[src/rtl/pic_pkg.sv]
// Shared constants and types for the PIC-style core sequencer.
// Phase index helpers keep strobe placement consistent across users.
package pic_pkg;

    localparam int PC_W_DEFAULT = 13;
    localparam int PH_FETCH = 0;
    localparam int PH_DATA = 1;

    typedef logic [PC_W_DEFAULT-1:0] pc_t;

    function automatic int ph_alu(input int phases);
        return phases - 2;
    endfunction

    function automatic int ph_wb(input int phases);
        return phases - 1;
    endfunction

endpackage

[src/rtl/pic_cycle_sequencer_if.sv]
// Control/strobe bundle between the cycle sequencer and the core.
// master is the sequencer side, slave is the consuming core side.
interface pic_cycle_sequencer_if #(
    parameter int PHASES = 4,
    parameter int PC_W = 13
);
    localparam int PH_W = $clog2(PHASES);

    logic            stall;
    logic            jump;
    logic            call;
    logic            ret;
    logic            skip;
    logic [PC_W-1:0] target;
    logic [PH_W-1:0] phase;
    logic            inst_fetch;
    logic            data_fetch;
    logic            alu_exec;
    logic            write_back;
    logic [PC_W-1:0] pc;
    logic            valid;
    logic            stack_ovf;
    logic            stack_unf;

    modport master (
        input  stall, jump, call, ret, skip, target,
        output phase, inst_fetch, data_fetch, alu_exec, write_back,
        output pc, valid, stack_ovf, stack_unf
    );

    modport slave (
        output stall, jump, call, ret, skip, target,
        input  phase, inst_fetch, data_fetch, alu_exec, write_back,
        input  pc, valid, stack_ovf, stack_unf
    );

endinterface

[src/rtl/pic_return_stack.sv]
// Circular hardware return stack; overflow overwrites the oldest entry.
// Occupancy saturates so ovf/unf flag misuse without corrupting the pointer.
module pic_return_stack #(
    parameter int DEPTH = 8,
    parameter int W = 13
) (
    input  logic         clk,
    input  logic         reset,
    input  logic         push,
    input  logic         pop,
    input  logic [W-1:0] push_data,
    output logic [W-1:0] top,
    output logic         ovf,
    output logic         unf
);
    localparam int PW = $clog2(DEPTH);
    localparam logic [PW:0] FULL = (PW+1)'(DEPTH);

    logic [W-1:0]  mem [DEPTH];
    logic [PW-1:0] ptr;
    logic [PW-1:0] ptr_dec;
    logic [PW:0]   occ;

    assign ptr_dec = ptr - 1'b1;
    assign top = mem[ptr_dec];

    always_ff @(posedge clk) begin
        if (reset && push) begin
            mem[ptr] <= push_data;
        end
    end

    always_ff @(posedge clk) begin
        if (!reset) begin
            ptr <= '0;
            occ <= '0;
            ovf <= 1'b0;
            unf <= 1'b0;
        end else if (push) begin
            ptr <= ptr + 1'b1;
            if (occ == FULL) ovf <= 1'b1;
            else occ <= occ + 1'b1;
        end else if (pop) begin
            ptr <= ptr_dec;
            if (occ == '0) unf <= 1'b1;
            else occ <= occ - 1'b1;
        end
    end

endmodule

[src/rtl/pic_cycle_sequencer.sv]
// Instruction-cycle sequencer: phase counter, strobes, PC and skip logic.
// Strobes are clock enables qualified by stall, never gated clocks.
module pic_cycle_sequencer
    import pic_pkg::*;
#(
    parameter int PHASES = 4,
    parameter int PC_W = PC_W_DEFAULT,
    parameter int STACK_DEPTH = 8
) (
    input  logic clk,
    input  logic reset,
    pic_cycle_sequencer_if.master bus
);
    localparam int PH_W = $clog2(PHASES);
    localparam logic [PH_W-1:0] PH_F = PH_W'(PH_FETCH);
    localparam logic [PH_W-1:0] PH_D = PH_W'(PH_DATA);
    localparam logic [PH_W-1:0] PH_A = PH_W'(ph_alu(PHASES));
    localparam logic [PH_W-1:0] PH_L = PH_W'(ph_wb(PHASES));

    logic [PH_W-1:0] phase_q;
    logic [PC_W-1:0] pc_q;
    logic [PC_W-1:0] pc_inc;
    logic [PC_W-1:0] stk_top;
    logic            valid_q;
    logic            go;
    logic            take;
    logic            do_ret;
    logic            do_call;
    logic            do_jump;
    logic            do_skip;

    assign go = !bus.stall;
    assign pc_inc = pc_q + 1'b1;

    // Controls only count at the last phase of a live instruction.
    assign take = (phase_q == PH_L) && go && valid_q;
    assign do_ret = take && bus.ret;
    assign do_call = take && !bus.ret && bus.call;
    assign do_jump = take && !bus.ret && !bus.call && bus.jump;
    assign do_skip = take && !bus.ret && !bus.call && !bus.jump && bus.skip;

    assign bus.phase = phase_q;
    assign bus.pc = pc_q;
    assign bus.valid = valid_q;
    assign bus.inst_fetch = (phase_q == PH_F) && go;
    assign bus.data_fetch = (phase_q == PH_D) && go && valid_q;
    assign bus.alu_exec = (phase_q == PH_A) && go && valid_q;
    assign bus.write_back = (phase_q == PH_L) && go && valid_q;

    pic_return_stack #(
        .DEPTH(STACK_DEPTH),
        .W(PC_W)
    ) u_stack (
        .clk      (clk),
        .reset    (reset),
        .push     (do_call),
        .pop      (do_ret),
        .push_data(pc_inc),
        .top      (stk_top),
        .ovf      (bus.stack_ovf),
        .unf      (bus.stack_unf)
    );

    always_ff @(posedge clk) begin
        if (!reset) begin
            phase_q <= '0;
            pc_q <= '0;
            valid_q <= 1'b1;
        end else if (go) begin
            phase_q <= (phase_q == PH_L) ? '0 : phase_q + 1'b1;
            if (phase_q == PH_L) begin
                valid_q <= !do_skip;
                unique case (1'b1)
                    do_ret:           pc_q <= stk_top;
                    do_call, do_jump: pc_q <= bus.target;
                    default:          pc_q <= pc_inc;
                endcase
            end
        end
    end

endmodule

[src/flat_wrapper.sv]
// flat-port wrapper written by rule: the top's interface ports become plain ports
module pic_cycle_sequencer_flat import pic_pkg::*;
#(
    parameter int PHASES = 4,
    parameter int PC_W = PC_W_DEFAULT,
    parameter int STACK_DEPTH = 8
)
  (clk, reset, bus_stall, bus_jump, bus_call, bus_ret, bus_skip, bus_target, bus_phase, bus_inst_fetch, bus_data_fetch, bus_alu_exec, bus_write_back, bus_pc, bus_valid, bus_stack_ovf, bus_stack_unf);
  pic_cycle_sequencer_if #(.PHASES(PHASES), .PC_W(PC_W)) bus_i ();
  input  logic clk;
  input  logic reset;
  input wire logic [$bits(bus_i.stall)-1:0] bus_stall;
  input wire logic [$bits(bus_i.jump)-1:0] bus_jump;
  input wire logic [$bits(bus_i.call)-1:0] bus_call;
  input wire logic [$bits(bus_i.ret)-1:0] bus_ret;
  input wire logic [$bits(bus_i.skip)-1:0] bus_skip;
  input wire logic [$bits(bus_i.target)-1:0] bus_target;
  output wire logic [$bits(bus_i.phase)-1:0] bus_phase;
  output wire logic [$bits(bus_i.inst_fetch)-1:0] bus_inst_fetch;
  output wire logic [$bits(bus_i.data_fetch)-1:0] bus_data_fetch;
  output wire logic [$bits(bus_i.alu_exec)-1:0] bus_alu_exec;
  output wire logic [$bits(bus_i.write_back)-1:0] bus_write_back;
  output wire logic [$bits(bus_i.pc)-1:0] bus_pc;
  output wire logic [$bits(bus_i.valid)-1:0] bus_valid;
  output wire logic [$bits(bus_i.stack_ovf)-1:0] bus_stack_ovf;
  output wire logic [$bits(bus_i.stack_unf)-1:0] bus_stack_unf;
  assign bus_i.stall = bus_stall;
  assign bus_i.jump = bus_jump;
  assign bus_i.call = bus_call;
  assign bus_i.ret = bus_ret;
  assign bus_i.skip = bus_skip;
  assign bus_i.target = bus_target;
  assign bus_phase = bus_i.phase;
  assign bus_inst_fetch = bus_i.inst_fetch;
  assign bus_data_fetch = bus_i.data_fetch;
  assign bus_alu_exec = bus_i.alu_exec;
  assign bus_write_back = bus_i.write_back;
  assign bus_pc = bus_i.pc;
  assign bus_valid = bus_i.valid;
  assign bus_stack_ovf = bus_i.stack_ovf;
  assign bus_stack_unf = bus_i.stack_unf;
  pic_cycle_sequencer #(.PHASES(PHASES), .PC_W(PC_W), .STACK_DEPTH(STACK_DEPTH)) u_core (.clk(clk), .reset(reset), .bus(bus_i));
endmodule
[config.mk]
export PLATFORM = sky130hd
export DESIGN_NAME = pic_cycle_sequencer_flat
export DESIGN_NICKNAME = d
export VERILOG_FILES = /design/src/rtl/pic_pkg.sv /design/src/rtl/pic_cycle_sequencer_if.sv /design/src/rtl/pic_return_stack.sv /design/src/rtl/pic_cycle_sequencer.sv /design/src/flat_wrapper.sv
export SDC_FILE = /design/constraint.sdc
export NUM_CORES = 1
export LEC_CHECK = 0
export ABC_AREA = 1
export CAP_MARGIN = 20
export CORE_MARGIN = 1
export CORE_UTILIZATION = 50
export CTS_CLUSTER_SIZE = 30
export DETAILED_ROUTE_END_ITERATION = 10
export PLACE_DENSITY = 0.7
export SKIP_LAST_GASP = 1
export SYNTH_ARGS = -nofsm -noshare
export SYNTH_HDL_FRONTEND = slang
export SYNTH_SLANG_ARGS = --single-unit
[constraint.sdc]
create_clock -name clk -period 3.86 [get_ports clk]
set_clock_uncertainty 0.15 [all_clocks]
set_input_delay 0.772 -clock clk [delete_from_list [all_inputs] [get_ports clk]]
set_output_delay 0.772 -clock clk [all_outputs]
set_load 0.02 [all_outputs]
**Word-level counts from Yosys, hierarchy flattened**

Memory sizes are Yosys's and may differ from the RTL's.
Cells that the tools add are included.

- Memories kept: 1
- Output and inout port bits: 22
- RAM bits: 104
- Input port bits: 20
- Register bits after elaboration: 25
- Logic and storage cells: 60

- Reduce and logical (&&, ||, !) cells: 28
- Add/sub/neg operators: 6
- Equal/unequal tests: 6
- Bitwise gates (word level): 2
- Muxes and demuxes: 10

Memories:

| name | depth | width | read ports | clocked after memory_dff | write ports | RTL line | text |
|---|---|---|---|---|---|---|---|
| u_core.u_stack.mem | 8 | 13 | 1 | 0 | 1 | pic_return_stack.sv:19 | `logic [W-1:0] mem [DEPTH];` |

Operators by type and width:

| kind | count |
|---|---|
| 13-bit one-hot mux with 2 select lines | 1 |
| 4-bit 2-to-1 mux | 4 |
| 1-bit logical AND | 15 |
| 13-bit by 1-bit adder with 13-bit output, second input constant | 1 |
| 3-bit 2-to-1 mux | 2 |
| 3-bit AND reduction | 2 |
| 1-bit logical NOT | 5 |
| 4-bit by 1-bit adder with 4-bit output, second input constant | 1 |
| 2-bit == test, second input constant | 2 |
| 4-bit == test, second input constant | 1 |
| 4-bit logical NOT | 1 |
| 2-bit != test, second input constant | 2 |
| 2-bit AND reduction | 2 |
| 4-bit by 1-bit subtractor with 4-bit output, second input constant | 1 |
| 3-bit by 1-bit adder with 3-bit output, second input constant | 1 |
| 3-bit by 1-bit subtractor with 3-bit output, second input constant | 1 |
| 2-bit by 1-bit adder with 2-bit output, second input constant | 1 |
| 2-bit by 1-bit == test with 1-bit output, second input constant | 1 |
| 2-bit logical NOT | 1 |
| 1-bit 2-to-1 mux | 2 |
| 2-bit 2-to-1 mux | 1 |
| 1-bit inverter | 2 |
| 2-bit nonzero test | 1 |
| 2-bit OR reduction | 1 |

**Depth between registers and ports, before layout**

- Depth after elaboration: 8
- Gate-level depth with buffers: 12
- Gate-level depth less buffers: 12

**Hierarchy**

From an unflattened synthesis, not the netlist that was laid out.

- Cells, all modules: 634
- Area total of the unflattened synthesis: 6163.4 um^2

Modules (own cells, without submodules):

| module | area each (um^2) | seq. area each (um^2) | cells each | instances |
|---|---|---|---|---|
| pic_return_stack | 4783.3 | 3303.2 | 412 | 1 |
| pic_cycle_sequencer | 1380.1 | 320.3 | 222 | 1 |

**Least setup slack after synthesis**

OpenSTA, ideal clock, no wires.

- Kind: register -> register
- Start point: register u_core.phase_q[0] (netlist: u_core.bus.phase[0])
- End point: memory u_core.u_stack.mem[3][0] (enable)
- Required time: 3.310 ns
- Buffers on the path: 0
- Cell stages (with the launch flop): 8
- Arrival: 2.389 ns
- Clock period less this slack: 2.939 ns
- Library setup time: 0.400 ns
- Setup slack: 0.921 ns
- Path through: dfxtp_1 -> ha_1 -> inv_2 -> nor2_4 -> nand4_4 -> nor2_1 -> nand2_1 -> nor3_1

- Word-level cells in the longest chain between the ends: 8

Ends and longest elaborated chain:

| element | RTL line | text |
|---|---|---|
| from (decl) | pic_cycle_sequencer.sv:20 | `logic [PH_W-1:0] phase_q;` |
| from (signal assigned) | pic_cycle_sequencer.sv:70 | `phase_q <= (phase_q == PH_L) ? '0 : phase_q + 1'b1;` |
| 2-bit == test | pic_cycle_sequencer.sv:36 | `assign take = (phase_q == PH_L) && go && valid_q;` |
| 1-bit logical AND (2 in series) | pic_cycle_sequencer.sv:36 |  |
| 1-bit logical AND (2 in series) | pic_cycle_sequencer.sv:38 | `assign do_call = take && !bus.ret && bus.call;` |
| 1-bit logical AND | pic_return_stack.sv:28 | `if (reset && push) begin` |
| 1-bit 2-to-1 mux | pic_return_stack.sv:28 |  |
| 1-bit 2-to-1 mux (not written as such) | pic_return_stack.sv:29 | `mem[ptr] <= push_data;` |
| to (decl) | pic_return_stack.sv:19 |  |

No other way between the ends.

**Final worst setup path**

- Start point: input port bus_stall
- End point: output port bus_data_fetch

- Word-level cells in the longest chain between the ends: 3

Ends and longest elaborated chain:

| element | RTL line | text |
|---|---|---|
| from (decl) | flat_wrapper.sv:12 | `input wire logic [$bits(bus_i.stall)-1:0] bus_stall;` |
| 1-bit logical NOT | pic_cycle_sequencer.sv:32 | `assign go = !bus.stall;` |
| 1-bit logical AND (2 in series) | pic_cycle_sequencer.sv:46 | `assign bus.data_fetch = (phase_q == PH_D) && go && valid_q;` |
| to (decl) | flat_wrapper.sv:20 | `output wire logic [$bits(bus_i.data_fetch)-1:0] bus_data_fetch;` |

No other way between the ends.

==> results.md <==
- Seq cells post-synth: 129
- Worst-path maximum fanout: 5
- Max Cap Viol: 0
- Clock transition at the registers of the reported paths: 0.06 ns
- Outcome: finished clean
- Area of the multi-input gates: 1960 um2
- Clock Power Share: 0.468
- Final Cycle Share: 0.818
- Cell taking the most area after synthesis: edfxtp_1
- CTS Hold Bufs: 0
- CP Buf/Inv Count: 3
- Drt pass-1 iters: 6
- Area of the die: 12100 um2
- CTS Buffer Depth: 2
- Worst setup SP type: primary input
- Worst vdd ir: 0.314 mV
- CP Depth: 5
- Switching share of power: 0.212
- Initial core utilization: 0.512
- Register area share after synthesis: 0.623
- Critical path arrival: 2.24 ns
- DRC viols: 0
- Top cells by area, synth: edfxtp_1, dfxtp_1, nand2_1, o21ai_0, nor2_1
- Final WL: 13500 um
- Setup bufs post-CTS: 0
- Final Max Slew Viols: 0
- Max Fclk: 0.317 GHz
- Die H: 110 um
- Vias in the first global route: 4070
- Largest net degree at the start of global routing: 57
- # resized after CTS: 0
- Static leakage: 2.57 nW
- Synth warn: 0
- Critical Path End: bus_data_fetch
- Gate power share: 0.047
- IO Count: 42
- Fill cells: 906
- Latest clock arrival within the worst-skew pair: 0.41 ns
- Cell variety after synth: 35
- R2R Path Start: u_core.u_stack.ptr[1]$_SDFFE_PN0P_
- Mapped cell area: 5820 um2
- Port Buffers: 41
- HPWL after detailed placement: 8560 um
- Pwr Density: 445 nW/um2
- Routed WL per cell: 17.4 um
- Die X: 110 um
- Critical Path Start: bus_stall
- Initial antenna violation count: 0
- Final hold vios: 0
- Synth Area per Inst: 10.3 um2
- EDFF count, synth: 104
- Reg2reg end: u_core.bus.pc[5]$_SDFFE_PN0N_
- Vias per inst: 5.56
- CTS tree: done
- CP top delay family: buffers and inverters
- Final #Nets: 649
- Cells on worst reg2reg path: 8
- Max-slew headroom: 0.333
- Minimum clock period: 3.16 ns
- Top-area cell type share of the netlist area: 0.537
- Post-synth top cells: nand2_1, edfxtp_1, nor2_1, o21ai_0, nand3_1
- Antenna Diode Count: 0
- Synth Flop Type: edfxtp_1
- Critical-path top delay cell: clkdlybuf4s50_1
- Count leader, synth: nand2_1
- Routability cong.: 0.901
- Syn nets: 596
- Area Growth Syn to Fin: 20.2%
- Fraction of registers with async set/reset: 0
- Setup crit end kind: output port
- Sink Count: 129
- Setup TNS: 0 ns
- Final setup vio count: 0
- Crit path kind: in -> out
- Share of layout cells above drive strength 1: 0.115
- Seq. cell area: 3620 um2
- Core area: 11400 um2
- Crit-path max cell delay: 0.62 ns
- Critical path required time: 2.94 ns
- R2R Setup Slk: 1.08 ns
- Grt ovf: 0
- HP Class: reg -> reg
- Slew @ Worst Pin: 0.999 ns
- Placement Rows: 39
- Hold WS: 0.309 ns
- RSZ-0062 raised after global routing: false
- Critical Path Most Common Cell: clkdlybuf4s50_1
- DR vias: 4311
- CTS Buf Count: 17
- Power Internal: 2.45 mW
- Root Buffer: clkbuf_16
- Post-DRT Antenna Nets: 0
- Critical path, cell by cell: clkdlybuf4s50_1 -> inv_2 -> nand2_1 -> nor2_1 -> clkdlybuf4s50_1
- First-pass GRT wire length: 20800 um
- Sequential share of power: 0.485
- P_sw: 0.660 mW
- Initial DRC count: 294
- Cells after Synth: 567
- H-Tree Depth: 4
- Aggregate global-route resource usage: 0.240
==> registers in the layout (all words and copies together) (netlist names) <==
| name | cells |
|---|---|
| u_core.u_stack.ptr | 3 |
| u_core.u_stack.mem | 104 |
| u_core.bus.valid | 1 |
| u_core.u_stack.occ | 4 |
| u_core.u_stack.unf | 1 |
| u_core.bus.phase | 2 |
| u_core.bus.pc | 13 |
| u_core.u_stack.ovf | 1 |
==> worst min path at each step <==
stage                                             from                                 end  slack [ns]  cells past startpoint
detailed placement     u_core.u_stack.ovf$_SDFFE_PN0P_     u_core.u_stack.ovf$_SDFFE_PN0P_        0.31                      2
finish                 u_core.u_stack.ovf$_SDFFE_PN0P_     u_core.u_stack.ovf$_SDFFE_PN0P_        0.31                      2
floorplan           u_core.u_stack.occ[0]$_SDFFE_PN0P_  u_core.u_stack.occ[0]$_SDFFE_PN0P_        0.32                      2
global placement       u_core.u_stack.ovf$_SDFFE_PN0P_     u_core.u_stack.ovf$_SDFFE_PN0P_        0.30                      2
global route           u_core.u_stack.ovf$_SDFFE_PN0P_     u_core.u_stack.ovf$_SDFFE_PN0P_        0.35                      2
CTS                    u_core.u_stack.ovf$_SDFFE_PN0P_     u_core.u_stack.ovf$_SDFFE_PN0P_        0.32                      2
==> worst reg2reg max path: cells and delay by family (launching register included) <==
kind / cells / cell delay [ns]
DFF: 1 / 0.49
adders and majority gates: 1 / 0.33
AOI/OAI and AO/OA: 3 / 0.50
buffers and inverters: 3 / 1.01
and+or+nand+nor: 1 / 0.19
==> layout make-up <==
class | instances | share of cell area
inverters | 40 | 0.0222
clock inverters | 11 | 0.0131
well taps | 143 | 0.0256
repair buffers | 57 | 0.0758
clock buffers | 21 | 0.0644
multi-input cells | 375 | 0.281
flip-flops and latches | 129 | 0.518
==> placed cells by master (no fill, tap or decap), types with 3 or more instances in the layout <==
master | netlist | final
o22ai_1 | 5 | 5
a31oi_1 | 6 | 6
inv_2 | 6 | 6
clkinvlp_4 | 0 | 3
xor2_1 | 9 | 9
buf_4 | 1 | 16
a21oi_1 | 30 | 30
clkbuf_16 | 0 | 17
nor2_8 | 3 | 3
nor2_1 | 55 | 55
nand3_1 | 41 | 41
ha_1 | 9 | 9
clkbuf_1 | 11 | 3
a22oi_1 | 4 | 4
xnor2_1 | 3 | 3
edfxtp_1 | 104 | 104
clkdlybuf4s50_1 | 0 | 41
nor3_1 | 16 | 8
inv_1 | 33 | 33
nor2_4 | 3 | 3
dfxtp_1 | 25 | 25
nor3_2 | 0 | 8
clkinv_2 | 0 | 6
nand2_1 | 131 | 131
o21ai_0 | 48 | 48
==> power by group through the flow <==
stage / registers, mW / clock network [mW] / logic [mW]
floorplan: 1.54 / 0 / 0.0751
detailed placement: 1.54 / 0 / 0.145
global route: 1.51 / 1.51 / 0.159
CTS: 1.51 / 1.46 / 0.146
global placement: 1.54 / 0 / 0.142
finish: 1.51 / 1.46 / 0.146
==> logic make-up after synthesis <==
family / after synthesis / synth area share
simple gates: 255 / 0.198
compound gates: 98 / 0.0907
xor+xnor: 13 / 0.0228
buf+inv: 63 / 0.0467
fa+ha+maj: 9 / 0.0194
flops: 129 / 0.623
==> routing by layer <==
layer | wire length (um) | track usage
met4 | 141 | 0.0952
met5 | 0 | 0
met2 | 6490 | 0.380
met1 | 5780 | 0.318
met3 | 1070 | 0.0575
==> per-stage QoR <==
step / setup WS, ns / cells / utilization / power [mW] / area (um2)
2_1_floorplan: 0.921 / 567 / - / 1.62 / 5820
3_3_place_gp: 0.705 / 744 / 0.568 / 1.68 / 6450
3_5_place_dp: 0.685 / 744 / 0.568 / 1.68 / 6450
4_1_cts: 0.674 / 776 / 0.615 / 3.12 / 6990
5_1_grt: 0.618 / 776 / 0.615 / 3.18 / 6990
6_report: 0.701 / 776 / 0.615 / 3.11 / 6990
Note: power is estimated with default switching activity, not from simulation.
==> RTL edit (same settings) <==
Reset style: asynchronous (`reset`), changed in 2 clocked blocks.
--- a/src/rtl/pic_return_stack.sv
+++ b/src/rtl/pic_return_stack.sv
@@ -30,7 +30,7 @@
         end
     end
 
-    always_ff @(posedge clk) begin
+    always_ff @(posedge clk or negedge reset) begin
         if (!reset) begin
             ptr <= '0;
             occ <= '0;
--- a/src/rtl/pic_cycle_sequencer.sv
+++ b/src/rtl/pic_cycle_sequencer.sv
@@ -61,7 +61,7 @@
         .unf      (bus.stack_unf)
     );
 
-    always_ff @(posedge clk) begin
+    always_ff @(posedge clk or negedge reset) begin
         if (!reset) begin
             phase_q <= '0;
             pc_q <= '0;
Behaviour: differs if reset is asserted again (counterexample within 4 cycles, from zero or initial values and one cycle with reset low); with reset held inactive, the same outputs for 10 cycles.
==> RTL edit against the unedited design <==
  * Routed wire length up 6.3%
  * Via count increased by 0.67%
  * Non-clock buffer count grew 1
  * Cell area grew 1.6%
  * Setup slack got worse by 0.12 ns
  * Fmax down 3.6%
  * Largest cell class unchanged
  * Area after synthesis rose by 1.9%
  * Sequential cell count unchanged
Power is not compared: it rests on default switching activity, and its combinational part moved more than twofold at a synthesized area within 25%.
==> RTL edit: results <==
group,metric,value,unit
outcome,status,"finished, final reports clean",
synthesis,synth_xor_area_frac,0.01773,
global_routing,grt_util_all_layers,0.2466,
power_and_ir_drop,leakagePower,0.002802,uW
synthesis,yosysUniqueCellTypes,39,
detailed_routing,dr_wl_met2,7096,microns
global_routing,grt_pass1_vias,4349,
critical_path,cpPeakStageDelay,0.63,ns
detailed_routing,avgRoutedWirePerCell,18.39,microns
layout,drive_gt1_frac,0.1226,
layout,largest_reg_flops,104,
synthesis,ys_seq_area_frac,0.6325,
global_routing,grtUsageMet3,0.05577,
critical_path,startpoint,"bus_stall",
synthesis,yosys_warnings,0,
power_and_ir_drop,netSwitchingFraction,0.3894,
detailed_routing,drtIter0Drc,504,
synthesis,synthesis.nets,599,
synthesis,synthFlopType,"edfxtp_1",
detailed_routing,met3_length,1058,microns
critical_path,crit_end,"bus_data_fetch",
layout,antennaDiodeCount,0,
clocking,numCtsBuffers,17,
global_routing,grtUsageMet2,0.4070,
layout,nNetsFinal,653,
synthesis,synth_fa_ha_area_frac,0.01900,
detailed_routing,drt_pass1_iterations,8,
critical_path,r2r_slack,1.37,ns
critical_path,critPathArrivalTime,2.36,ns
layout,regMostFlops,"u_core.u_stack.mem",
critical_path,slowest_stage,"clkdlybuf4s50_1",
critical_path,reg2regPathDepth,11,
sta,tightest_slew,0.7006,ns
critical_path,worstReg2RegEnd,"u_core.bus.pc[3]$_DFFE_PN0N_",
detailed_routing,top_layer,"met4",
critical_path,timing.rr.start,"u_core.bus.phase[0]$_DFFE_PN0N_",
synthesis,synth_mux_area_frac,0,
worst_hold_path,hold_class,"flip-flop to flip-flop",
critical_path,path_max_fanout,6,
detailed_routing,drt-met1-wl,5940,microns
place,post-place-ws,0.6401,ns
clocking,clk_latency,0.41,ns
clocking,htree_levels,4,
clocking,path_clk_slew,0.06,ns
synthesis,synthTopCellsByArea,"edfxtp_1 53%, dfrtp_1 10%, nand2_1 9.9%",
power_and_ir_drop,combinationalPower,2130,uW
layout,fillers,875,
global_routing,use_met1,0.3199,
synthesis,synth-compound-area-share,0.05804,
synthesis,synth.top_cells.by_count,"156 x nand2_1, 104 x edfxtp_1, 72 x nand3_1",
global_routing,grt_pass1_wl,22910,microns
place,hpwl,8862,microns
global_routing,grt_max_degree,56,
place,routabilityCongestion,0.8556,
clocking,cts_resized,0,
clocking,root_buffer,"clkbuf_16",
detailed_routing,vias_per_cell,5.571,
sta,fmax,305.0,MHz
detailed_routing,antenna_left,0,
synthesis,synthArstFlopShare,0.1938,
## RTL edit: layout make-up
| type | count | area (sq um) | area share |
|---|---|---|---|
| Inverter | 40 | 150.1 | 0.02113 |
| Timing Repair Buffer | 58 | 538.0 | 0.07572 |
| Clock inverter | 13 | 115.1 | 0.01620 |
| Multi-Input combinational cell | 378 | 1944 | 0.2736 |
| Sequential cell | 129 | 3750 | 0.5277 |
| Clock buffer | 18 | 429.2 | 0.06040 |
| Tap cell | 143 | 178.9 | 0.02518 |
## RTL edit: how the worst min path moves through the flow
stage | end | cells past startpoint | startpoint | slack (ns)
6_report | u_core.u_stack.ovf$_DFFE_PN0P_ | 2 | u_core.u_stack.ovf$_DFFE_PN0P_ | 0.31
5_1_grt | u_core.u_stack.ovf$_DFFE_PN0P_ | 2 | u_core.u_stack.ovf$_DFFE_PN0P_ | 0.34
4_1_cts | u_core.u_stack.ovf$_DFFE_PN0P_ | 2 | u_core.u_stack.ovf$_DFFE_PN0P_ | 0.32
3_5_place_dp | u_core.u_stack.ovf$_DFFE_PN0P_ | 2 | u_core.u_stack.ovf$_DFFE_PN0P_ | 0.30
3_3_place_gp | u_core.u_stack.ovf$_DFFE_PN0P_ | 2 | u_core.u_stack.ovf$_DFFE_PN0P_ | 0.30
2_1_floorplan | u_core.u_stack.occ[3]$_DFFE_PN0P_ | 2 | u_core.u_stack.occ[3]$_DFFE_PN0P_ | 0.32
## RTL edit: stage by stage
| stage | cells | cell area, sq um |
|---|---|---|
| after global placement | 748 | 6561 |
| after detailed placement | 748 | 6561 |
| after floorplan | 570 | 5928 |
| final | 779 | 7106 |
| after CTS | 779 | 7106 |
| after global routing | 779 | 7106 |
## RTL edit: worst max-delay path: cells and delay by family
family        cells  cell delay, ns
simple gates      2            0.23
buf+inv           3            1.35
